===== config.mk =====
export PLATFORM = sky130hd
export DESIGN_NAME = battle_referee_flat
export DESIGN_NICKNAME = d
export VERILOG_FILES = /design/src/rtl/tank_game_pkg.sv /design/src/rtl/battle_referee_if.sv /design/src/rtl/battle_referee_hit_detect.sv /design/src/rtl/battle_referee.sv /design/src/flat_wrapper.sv
export SDC_FILE = /design/constraint.sdc
export NUM_CORES = 1
export LEC_CHECK = 0
export ABC_AREA = 1
export CAP_MARGIN = 30
export CORE_AREA = 2 2 49 51
export CTS_CLUSTER_DIAMETER = 30
export DETAILED_ROUTE_END_ITERATION = 16
export DIE_AREA = 0 0 51 53
export PLACE_DENSITY_LB_ADDON = 0.3
export SLEW_MARGIN = 0
export SYNTH_ARGS = -nofsm -noshare
export SYNTH_HDL_FRONTEND = slang
export SYNTH_SLANG_ARGS = --single-unit

===== constraint.sdc =====
create_clock -name clk -period 4.2 [get_ports clk]
set_clock_uncertainty 0.05 [all_clocks]
set_input_delay 0.84 -clock clk [delete_from_list [all_inputs] [get_ports clk]]
set_output_delay 0.84 -clock clk [all_outputs]
set_load 0.005 [all_outputs]

===== src/rtl/tank_game_pkg.sv =====
// Shared types and constants for the tank battle referee: FSM state encoding,
// winner codes and hit-point width.
package tank_game_pkg;

   localparam int HP_W = 2;

   typedef enum logic [1:0] {
      IDLE   = 2'd0,
      FLIGHT = 2'd1,
      JUDGE  = 2'd2,
      OVER   = 2'd3
   } state_t;

   localparam logic [1:0] WINNER_NONE  = 2'b00;
   localparam logic [1:0] WINNER_TANK1 = 2'b01;
   localparam logic [1:0] WINNER_TANK2 = 2'b10;

endpackage


===== src/rtl/battle_referee_if.sv =====
// Signal bundle between the game field (master) and the referee (slave).
interface battle_referee_if;

   logic                            fire;
   logic [7:0]                      shell;
   logic [3:0]                      tank1_loc;
   logic [3:0]                      tank2_loc;
   logic                            restart;
   logic                            turn;
   logic [tank_game_pkg::HP_W-1:0]  hp1;
   logic [tank_game_pkg::HP_W-1:0]  hp2;
   logic                            hit;
   logic [1:0]                      winner;
   logic                            game_over;
   logic                            timeout;

   modport slave (
      input  fire, shell, tank1_loc, tank2_loc, restart,
      output turn, hp1, hp2, hit, winner, game_over, timeout
   );

   modport master (
      output fire, shell, tank1_loc, tank2_loc, restart,
      input  turn, hp1, hp2, hit, winner, game_over, timeout
   );

endinterface


===== src/rtl/battle_referee_hit_detect.sv =====
// Combinational hit test: does the landed shell overlap the target tank's cell?
module hit_detect (
   input  logic [7:0] i_shell_q,
   input  logic       i_turn,
   input  logic [3:0] i_tank1_loc,
   input  logic [3:0] i_tank2_loc,
   output logic       o_hit_raw
);

   // Zero or multi-hot shells fall out of the same AND-reduce; no special case.
   assign o_hit_raw = i_turn ? |(i_shell_q[7:4] & i_tank1_loc)
                             : |(i_shell_q[3:0] & i_tank2_loc);

endmodule


===== src/rtl/battle_referee.sv =====
// Turn-based tank battle referee: tracks turns, hit points and the winner.
// Optional turn-forfeit timer enabled by defining REFEREE_TURN_TIMEOUT_EN.
module battle_referee
   import tank_game_pkg::*;
#(
   parameter int HP_INIT     = 3,
   parameter int TIMEOUT_CYC = 255
) (
   input  logic            clk,
   input  logic            nrst,
   battle_referee_if.slave bus
);

   if (HP_INIT < 1 || HP_INIT > 3)           $error("HP_INIT out of range");
   if (TIMEOUT_CYC < 2 || TIMEOUT_CYC > 255) $error("TIMEOUT_CYC out of range");

   state_t          r_state,     w_state_nxt;
   logic            r_turn,      w_turn_nxt;
   logic [HP_W-1:0] r_hp1,       w_hp1_nxt;
   logic [HP_W-1:0] r_hp2,       w_hp2_nxt;
   logic            r_hit,       w_hit_nxt;
   logic [1:0]      r_winner,    w_winner_nxt;
   logic            r_game_over, w_game_over_nxt;
   logic [7:0]      r_shell_q,   w_shell_q_nxt;
   logic            w_hit_raw;
   logic [HP_W-1:0] w_hp_tgt;
   logic [HP_W-1:0] w_hp_new;
`ifdef REFEREE_TURN_TIMEOUT_EN
   logic [7:0]      r_idle_cnt,  w_idle_cnt_nxt;
   logic            r_timeout,   w_timeout_nxt;
`endif

   hit_detect u_hit_detect (
      .i_shell_q   (r_shell_q),
      .i_turn      (r_turn),
      .i_tank1_loc (bus.tank1_loc),
      .i_tank2_loc (bus.tank2_loc),
      .o_hit_raw   (w_hit_raw)
   );

   // Target is the tank that is not shooting; decrement saturates at zero.
   assign w_hp_tgt = r_turn ? r_hp1 : r_hp2;
   assign w_hp_new = (w_hit_raw && (w_hp_tgt != '0)) ? w_hp_tgt - HP_W'(1) : w_hp_tgt;

   always_comb begin
      // NOTE: every next value gets a default first so no latch is inferred.
      w_state_nxt     = r_state;
      w_turn_nxt      = r_turn;
      w_hp1_nxt       = r_hp1;
      w_hp2_nxt       = r_hp2;
      w_hit_nxt       = 1'b0;
      w_winner_nxt    = r_winner;
      w_game_over_nxt = r_game_over;
      w_shell_q_nxt   = r_shell_q;
`ifdef REFEREE_TURN_TIMEOUT_EN
      w_idle_cnt_nxt  = '0;
      w_timeout_nxt   = 1'b0;
`endif
      unique case (r_state)
         IDLE: begin
            if (bus.fire) begin
               w_state_nxt = FLIGHT;
            end
`ifdef REFEREE_TURN_TIMEOUT_EN
            else if (r_idle_cnt == 8'(TIMEOUT_CYC - 1)) begin
               w_turn_nxt    = ~r_turn;
               w_timeout_nxt = 1'b1;
            end else begin
               w_idle_cnt_nxt = r_idle_cnt + 8'd1;
            end
`endif
         end
         FLIGHT: begin
            w_shell_q_nxt = bus.shell;
            if (!bus.fire) w_state_nxt = JUDGE;
         end
         JUDGE: begin
            w_hit_nxt = w_hit_raw;
            if (r_turn) w_hp1_nxt = w_hp_new;
            else        w_hp2_nxt = w_hp_new;
            if (w_hit_raw && (w_hp_new == '0)) begin
               w_state_nxt     = OVER;
               w_game_over_nxt = 1'b1;
               w_winner_nxt    = r_turn ? WINNER_TANK2 : WINNER_TANK1;
            end else begin
               w_state_nxt = IDLE;
               w_turn_nxt  = ~r_turn;
            end
         end
         OVER: begin
            if (bus.restart) begin
               w_state_nxt     = IDLE;
               w_turn_nxt      = 1'b0;
               w_hp1_nxt       = HP_W'(HP_INIT);
               w_hp2_nxt       = HP_W'(HP_INIT);
               w_winner_nxt    = WINNER_NONE;
               w_game_over_nxt = 1'b0;
            end
         end
         default: w_state_nxt = IDLE;
      endcase
   end

   always_ff @(posedge clk or negedge nrst) begin
      if (!nrst) begin
         r_state     <= IDLE;
         r_turn      <= 1'b0;
         r_hp1       <= HP_W'(HP_INIT);
         r_hp2       <= HP_W'(HP_INIT);
         r_hit       <= 1'b0;
         r_winner    <= WINNER_NONE;
         r_game_over <= 1'b0;
         r_shell_q   <= '0;
`ifdef REFEREE_TURN_TIMEOUT_EN
         r_idle_cnt  <= '0;
         r_timeout   <= 1'b0;
`endif
      end else begin
         // NOTE: non-blocking assignments so every register updates from pre-edge values.
         r_state     <= w_state_nxt;
         r_turn      <= w_turn_nxt;
         r_hp1       <= w_hp1_nxt;
         r_hp2       <= w_hp2_nxt;
         r_hit       <= w_hit_nxt;
         r_winner    <= w_winner_nxt;
         r_game_over <= w_game_over_nxt;
         r_shell_q   <= w_shell_q_nxt;
`ifdef REFEREE_TURN_TIMEOUT_EN
         r_idle_cnt  <= w_idle_cnt_nxt;
         r_timeout   <= w_timeout_nxt;
`endif
      end
   end

   assign bus.turn      = r_turn;
   assign bus.hp1       = r_hp1;
   assign bus.hp2       = r_hp2;
   assign bus.hit       = r_hit;
   assign bus.winner    = r_winner;
   assign bus.game_over = r_game_over;
`ifdef REFEREE_TURN_TIMEOUT_EN
   assign bus.timeout   = r_timeout;
`else
   assign bus.timeout   = 1'b0;
`endif

endmodule


===== src/flat_wrapper.sv =====
// flat-port wrapper written by rule: the top's interface ports become plain ports
module battle_referee_flat import tank_game_pkg::*;
#(
   parameter int HP_INIT     = 3,
   parameter int TIMEOUT_CYC = 255
)
  (clk, nrst, bus_fire, bus_shell, bus_tank1_loc, bus_tank2_loc, bus_restart, bus_turn, bus_hp1, bus_hp2, bus_hit, bus_winner, bus_game_over, bus_timeout);
  battle_referee_if bus_i ();
  input  logic clk;
  input  logic nrst;
  input wire logic [$bits(bus_i.fire)-1:0] bus_fire;
  input wire logic [$bits(bus_i.shell)-1:0] bus_shell;
  input wire logic [$bits(bus_i.tank1_loc)-1:0] bus_tank1_loc;
  input wire logic [$bits(bus_i.tank2_loc)-1:0] bus_tank2_loc;
  input wire logic [$bits(bus_i.restart)-1:0] bus_restart;
  output wire logic [$bits(bus_i.turn)-1:0] bus_turn;
  output wire logic [$bits(bus_i.hp1)-1:0] bus_hp1;
  output wire logic [$bits(bus_i.hp2)-1:0] bus_hp2;
  output wire logic [$bits(bus_i.hit)-1:0] bus_hit;
  output wire logic [$bits(bus_i.winner)-1:0] bus_winner;
  output wire logic [$bits(bus_i.game_over)-1:0] bus_game_over;
  output wire logic [$bits(bus_i.timeout)-1:0] bus_timeout;
  assign bus_i.fire = bus_fire;
  assign bus_i.shell = bus_shell;
  assign bus_i.tank1_loc = bus_tank1_loc;
  assign bus_i.tank2_loc = bus_tank2_loc;
  assign bus_i.restart = bus_restart;
  assign bus_turn = bus_i.turn;
  assign bus_hp1 = bus_i.hp1;
  assign bus_hp2 = bus_i.hp2;
  assign bus_hit = bus_i.hit;
  assign bus_winner = bus_i.winner;
  assign bus_game_over = bus_i.game_over;
  assign bus_timeout = bus_i.timeout;
  battle_referee #(.HP_INIT(HP_INIT), .TIMEOUT_CYC(TIMEOUT_CYC)) u_core (.clk(clk), .nrst(nrst), .bus(bus_i));
endmodule

==> results of run 1 <==
## cell usage in the layout (no fill, tap or decap)
master	netlist	routed
dfstp_2	4	4
nor2_4	1	1
mux2_2	8	8
nand2_2	3	3
ha_1	1	1
mux2i_1	1	1
o21ai_1	1	1
a21oi_2	1	1
conb_1	1	1
inv_2	1	1
nor2_1	5	5
o211a_1	1	1
nand3_1	5	5
nand3_4	1	1
clkbuf_1	0	1
o21ai_0	1	1
o21ai_2	1	1
a21oi_1	3	3
clkdlybuf4s50_1	0	28
nand2_1	31	31
nand3_2	2	2
dfrtp_1	15	15
inv_1	17	17
o22ai_1	3	3
nand4_1	4	4
clkbuf_4	0	3
## flip-flops by register name, indices dropped and copies added (netlist names)
| signal | cells |
|---|---|
| u_core.bus.game_over | 1 |
| u_core.bus.hit | 1 |
| u_core.bus.hp1 | 2 |
| u_core.bus.hp2 | 2 |
| u_core.bus.turn | 1 |
| u_core.bus.winner | 2 |
| u_core.r_shell_q | 8 |
| u_core.r_state | 2 |
## final timing paths
check | endpoint | cells after the start | slack (ns)
min in group asynchronous | u_core.r_shell_q[2]$_DFFE_PN0P_ | 1 | 0.96
max | bus_turn | 1 | 1.83
max in group asynchronous | u_core.bus.winner[1]$_DFFE_PN0P_ | 1 | 2.62
min | u_core.bus.game_over$_DFFE_PN0P_ | 2 | 0.45
min reg2reg | u_core.bus.game_over$_DFFE_PN0P_ | 2 | 0.45
max reg2reg | u_core.bus.winner[0]$_DFFE_PN0P_ | 9 | 2.40
## through the flow
| step | hold WS (ns) | total power, W |
|---|---|---|
| 6_report | 0.449 | 0.000920 |
| 5_1_grt | 0.489 | 0.00101 |
| 4_1_cts | 0.453 | 0.000932 |
| 3_5_place_dp | 0.427 | 0.000837 |
| 3_3_place_gp | 0.423 | 0.000819 |
| 2_1_floorplan | 0.424 | 0.000686 |
## power groups by stage
stage | registers (W) | clock network [W] | logic, W
5_1_grt | 0.000361 | 0.000106 | 0.000538
6_report | 0.000346 | 0.0000934 | 0.000481
4_1_cts | 0.000348 | 0.0000983 | 0.000485
3_5_place_dp | 0.000352 | 0 | 0.000485
2_1_floorplan | 0.000331 | 0 | 0.000355
3_3_place_gp | 0.000347 | 0 | 0.000472
## tightest hold or removal path, cell delays in order (launching register included)
cell and delay [ns]:
dfrtp_1 0.36, nand2_1 0.05, nand2_1 0.06
## cell type report
| cell class | instances | area [sq um] | share of cell area, % |
|---|---|---|---|
| repair buffers | 28 | 280 | 21.1 |
| flip-flops and latches | 19 | 480 | 36.1 |
| multi-input cells | 74 | 440 | 33.1 |
| clock buffers | 4 | 26.3 | 1.98 |
| well taps | 28 | 35.0 | 2.63 |
| inverters | 18 | 67.6 | 5.08 |
## per-layer routing
metal / GRT usage, % / wire length [um] / vias up
met5: 0 / 0 / -
met4: 12.2 / 52 / 0
met3: 3.39 / 72 / 4
met2: 27.1 / 956 / 20
met1: 21.3 / 830 / 388
li1: - / - / 421
## kinds of logic after synthesis
family | Yosys count | synth area share (%)
mux | 9 | 9.94
flops | 19 | 47.7
simple gates | 52 | 25.1
fa+ha+maj | 1 | 1.24
buf+inv | 20 | 8.57
compound gates | 11 | 7.08
other cells | 1 | 0.372
==> qor.txt, run 1 <==
Final WL: 1910 um
Clock root buffer: clkbuf_4
Leak pwr: 0.643 nW
Die Ht: 53 um
Final setup margin: 1.83 ns
Register area share after synthesis: 47.7%
I/O pin cnt: 30
CP Max Fanout: 11
Placed cells: 167
Setup violators final: 0
Hold WC Path Type: register to register
Worst-path clk slew: 0.10 ns
Final ANT Viol Nets: 0
Clk buf depth: 2
CP Data Arrival Time: 1.48 ns
Final Max Tran Viols: 0
Largest net degree at the start of global routing: 20
Input/output buffers: 28
Gpl congestion: 0.783
Layout Cells excl Fill: 171
Nets: 165
Vias in the first global route: 742
PwrDens: 692 nW/um^2
Share of cells above drive strength 1: 17.5%
Post-route setup TNS: 0 ns
Run status: complete, no violations
Main area contributors after synthesis: dfrtp_1 37%, nand2_1 12%, dfstp_2 10%, mux2_2 8.9%, inv_1 6.3%
Worst-margin pin slew: 0.840 ns
Sw Ratio: 39.9%
Final HPWL DP: 1520 um
CP peak stage delay: 0.60 ns
Net Switching: 0.000367 W
Layout area overhead: 32.1%
H-Tree Depth: 1
Later-pin clock latency in the skew report: 0.30 ns
Asr flop ratio synth: 100%
#FFs+latches synth: 19
Full die area: 2700 sq um
Combinational power share: 52.2%
Final hold violation count: 0
Via Count: 833
Clock tree sinks: 19
Most frequent cell after synthesis: nand2_1
Commonest cells in the netlist: 31 x nand2_1, 17 x inv_1, 15 x dfrtp_1, 8 x mux2_2
Place WS: 1.93 ns
Yosys Warn Count: 0
FP Rows: 17
Initial antenna violation count: 0
Max_cap viols: 0
Crit. Startpoint: u_core.bus.turn$_DFFE_PN0P_
CP Capture Type: output port
Global route overflow: 0
CTS tree: yes
Unrepaired setup endpoints after global routing: false
Delay-heaviest family, CP: flip-flops
Placed instance area: 1300 sq um
Avg Synthesized Cell Area: 8.91 sq um
Worst setup SP type: register
Inserted Clock Buffers: 3
Worst path buffer plus inverter count: 1
Post-Syn Instances: 113
Pre-Repair DR Iteration Count: 4
ANT cells: 0
Initial Utilization: 46.9%
Min cycle time layout: 2.37 ns
Setup bufs post-CTS: 0
Worst setup path class: register to output port
RR Startpoint: u_core.bus.turn$_DFFE_PN0P_
Total track usage: 17.3%
Initial DRC Count: 30
Area leader, netlist: dfrtp_1
Achievable Freq: 422 MHz
Via density: 4.87
Power share of the sequential group: 37.6%
Tcrit/Tclk final: 56.4%
First-pass GRT wire length: 3310 um
Hold Crit Start: u_core.bus.game_over$_DFFE_PN0P_
Fill count: 205
Worst vdd ir: 323 uV
Worst path cell trace: clkdlybuf4s50_1
Synth Flop Type: dfrtp_1
Syn Std Cell Area: 1010 sq um
Share of the synthesized area in the top cell type: 37.3%
# hold bufs at CTS: 0
Clock share of power: 10.2%
Slowest cell on the critical path: dfrtp_1
Cell Int Power: 0.000553 W
Die width: 51 um
Post-Syn Nets: 134
Post-layout utilization of the core: 61.9%
Routed WL per cell: 11.2 um
Netlist cell types: 25
Slew headroom: 43.8%
Worst endpoint required time: 3.31 ns
Core area: 2150 sq um
DRC: 0
Final non-filler cell area: 1330 sq um
# resized after CTS: 0
Number of flops mapped to enable cells by yosys: 0
No activity file was read; power rests on OpenSTA's default activity.
==> run 2: changes to the inputs <==
Settings changed: CORE_AREA 2 2 49 51 to 2 2 53 55, DIE_AREA 0 0 51 53 to 0 0 55 57.
Clock period 4.2 ns to 2 ns, I/O delays scaled along.
==> qor.txt, run 2 (synthesized netlist as in run 1, its figures left out) <==
Unrepaired setup endpoints after global routing: false
Hold WC Path Type: input port to async pin
Top reg by flops: u_core.r_shell_q
Final WL: 1920 um (+0.37%)
Inserted Clock Buffers: 3 (unchanged)
Clock root buffer: clkbuf_4
Initial antenna violation count: 0 (unchanged)
CP Max Fanout: 3 (-8)
Die width: 55 um (+7.8%)
Worst vdd ir: 829 uV (+160%)
Full die area: 3140 sq um (+16%)
Final ANT Viol Nets: 0 (unchanged)
CP peak stage delay: 0.56 ns (-0.04 ns)
CP Data Arrival Time: 1.36 ns (-0.12 ns)
# resized after CTS: 0 (unchanged)
FP Rows: 19 (+2)
DRC: 0 (unchanged)
PwrDens: 1440 nW/um^2 (+110%)
Input/output buffers: 28 (unchanged)
Final hold violation count: 0 (unchanged)
Most frequent cells in the layout: 31 x nand2_1, 28 x clkdlybuf4s50_1, 17 x inv_1
Initial DRC Count: 15 (-50%)
Worst setup SP type: register
Slowest cell on the critical path: dfstp_2
CTS tree: yes
Final HPWL DP: 1620 um (+6.0%)
Worst path cell trace: clkdlybuf4s50_1
H-Tree Depth: 1 (unchanged)
Commonest non-fill, non-tap cell in the layout: nand2_1
Leak pwr: 0.653 nW (+1.5%)
Initial Utilization: 38.5% (-8.4 points)
WHS: 0.376 ns (-0.0727 ns)
Via density: 4.71 (-3.3%)
Tcrit/Tclk final: 90.4%
Worst setup path class: register to output port
Nets: 167 (+1.2%)
Core area: 2620 sq um (+22%)
Setup bufs post-CTS: 0 (unchanged)
Setup violators final: 0 (unchanged)
# hold bufs at CTS: 0 (unchanged)
Clk buf depth: 2 (unchanged)
Achievable Freq: 553 MHz
Clock tree sinks: 19 (unchanged)
Via Count: 829 (-0.48%)
Vias in the first global route: 866 (+17%)
First-pass GRT wire length: 3590 um (+8.5%)
Largest net degree at the start of global routing: 12 (-40%)
I/O pin cnt: 30 (unchanged)
Delay-heaviest family, CP: flip-flops
Final Max Tran Viols: 0 (unchanged)
Max_cap viols: 0 (unchanged)
Run status: complete, no violations
Max reg flops: 8 (unchanged)
Worst-path clk slew: 0.10 ns (about the same)
Gpl congestion: 0.845 (+7.9%)
Total track usage: 15.9% (-1.4 points)
Worst endpoint required time: 1.55 ns (-1.76 ns)
Global route overflow: 0 (unchanged)
Share of cells above drive strength 1: 18.6% (+1.1 points)
Die Ht: 57 um (+7.5%)
CP Capture Type: output port
Post-route setup TNS: 0 ns (unchanged)
Routed WL per cell: 10.9 um (-2.5%)
Min cycle time layout: 1.81 ns
Layout area overhead: 33.9%
Pre-Repair DR Iteration Count: 4 (unchanged)
ANT cells: 0 (unchanged)
Worst path buffer plus inverter count: 1 (unchanged)
Later-pin clock latency in the skew report: 0.30 ns (about the same)
-- run 2: power breakdown --
part           total [W]  internal, W  switching (W)
Clock           0.000190    0.0000778       0.000112
Combinational    0.00104     0.000506       0.000534
Sequential      0.000709     0.000591       0.000118
Total            0.00194      0.00117       0.000764
-- run 2: routing by layer --
layer	routed length (um)	track usage (%)	vias up
met5	0	0	-
met4	31	5.23	0
met3	81	5.50	5
met2	984	27.0	14
met1	822	18.0	383
li1	-	-	427
-- run 2: final cells by class --
cell class	count	area, sq um
sequential	19	480
inverter	18	67.6
timing repair buffer	30	295
multi-input combinational	74	440
tap	31	38.8
fill	249	1270
clock buffer	4	26.3
-- run 2: final timing paths --
check | start | endpoint | slack (ns) | cells after the start
worst max register to register | u_core.bus.hp1[0]$_DFFE_PN1P_ | u_core.r_state[1]$_DFFE_PN0P_ | 0.29 | 12
min in group clk | u_core.bus.game_over$_DFFE_PN0P_ | u_core.bus.game_over$_DFFE_PN0P_ | 0.44 | 2
worst max-delay path | u_core.bus.hp2[0]$_DFFE_PN1P_ | bus_hp2[0] | 0.19 | 1
max in group asynchronous | nrst | u_core.bus.game_over$_DFFE_PN0P_ | 1.01 | 2
worst min register to register | u_core.bus.game_over$_DFFE_PN0P_ | u_core.bus.game_over$_DFFE_PN0P_ | 0.44 | 2
worst min-delay path | nrst | u_core.r_shell_q[6]$_DFFE_PN0P_ | 0.38 | 1
-- run 2: per-stage QoR --
step | worst slack (ns) | instance area (sq um) | total power (W) | std cells | util [%]
after floorplan | 0.424 | 1010 | 0.00144 | 113 | -
after global placement | 0.184 | 1320 | 0.00174 | 172 | 50.6
after detailed placement | 0.172 | 1320 | 0.00177 | 172 | 50.6
after CTS | 0.179 | 1350 | 0.00197 | 176 | 51.6
after global routing | 0.0878 | 1350 | 0.00215 | 176 | 51.6
final | 0.193 | 1350 | 0.00194 | 176 | 51.6
==> run 3: changes to the inputs <==
Settings changed: SETUP_SLACK_MARGIN set to 0.02.
==> results of run 3 <==
The final DEF is identical to that of run 2; final timing and power are the same.
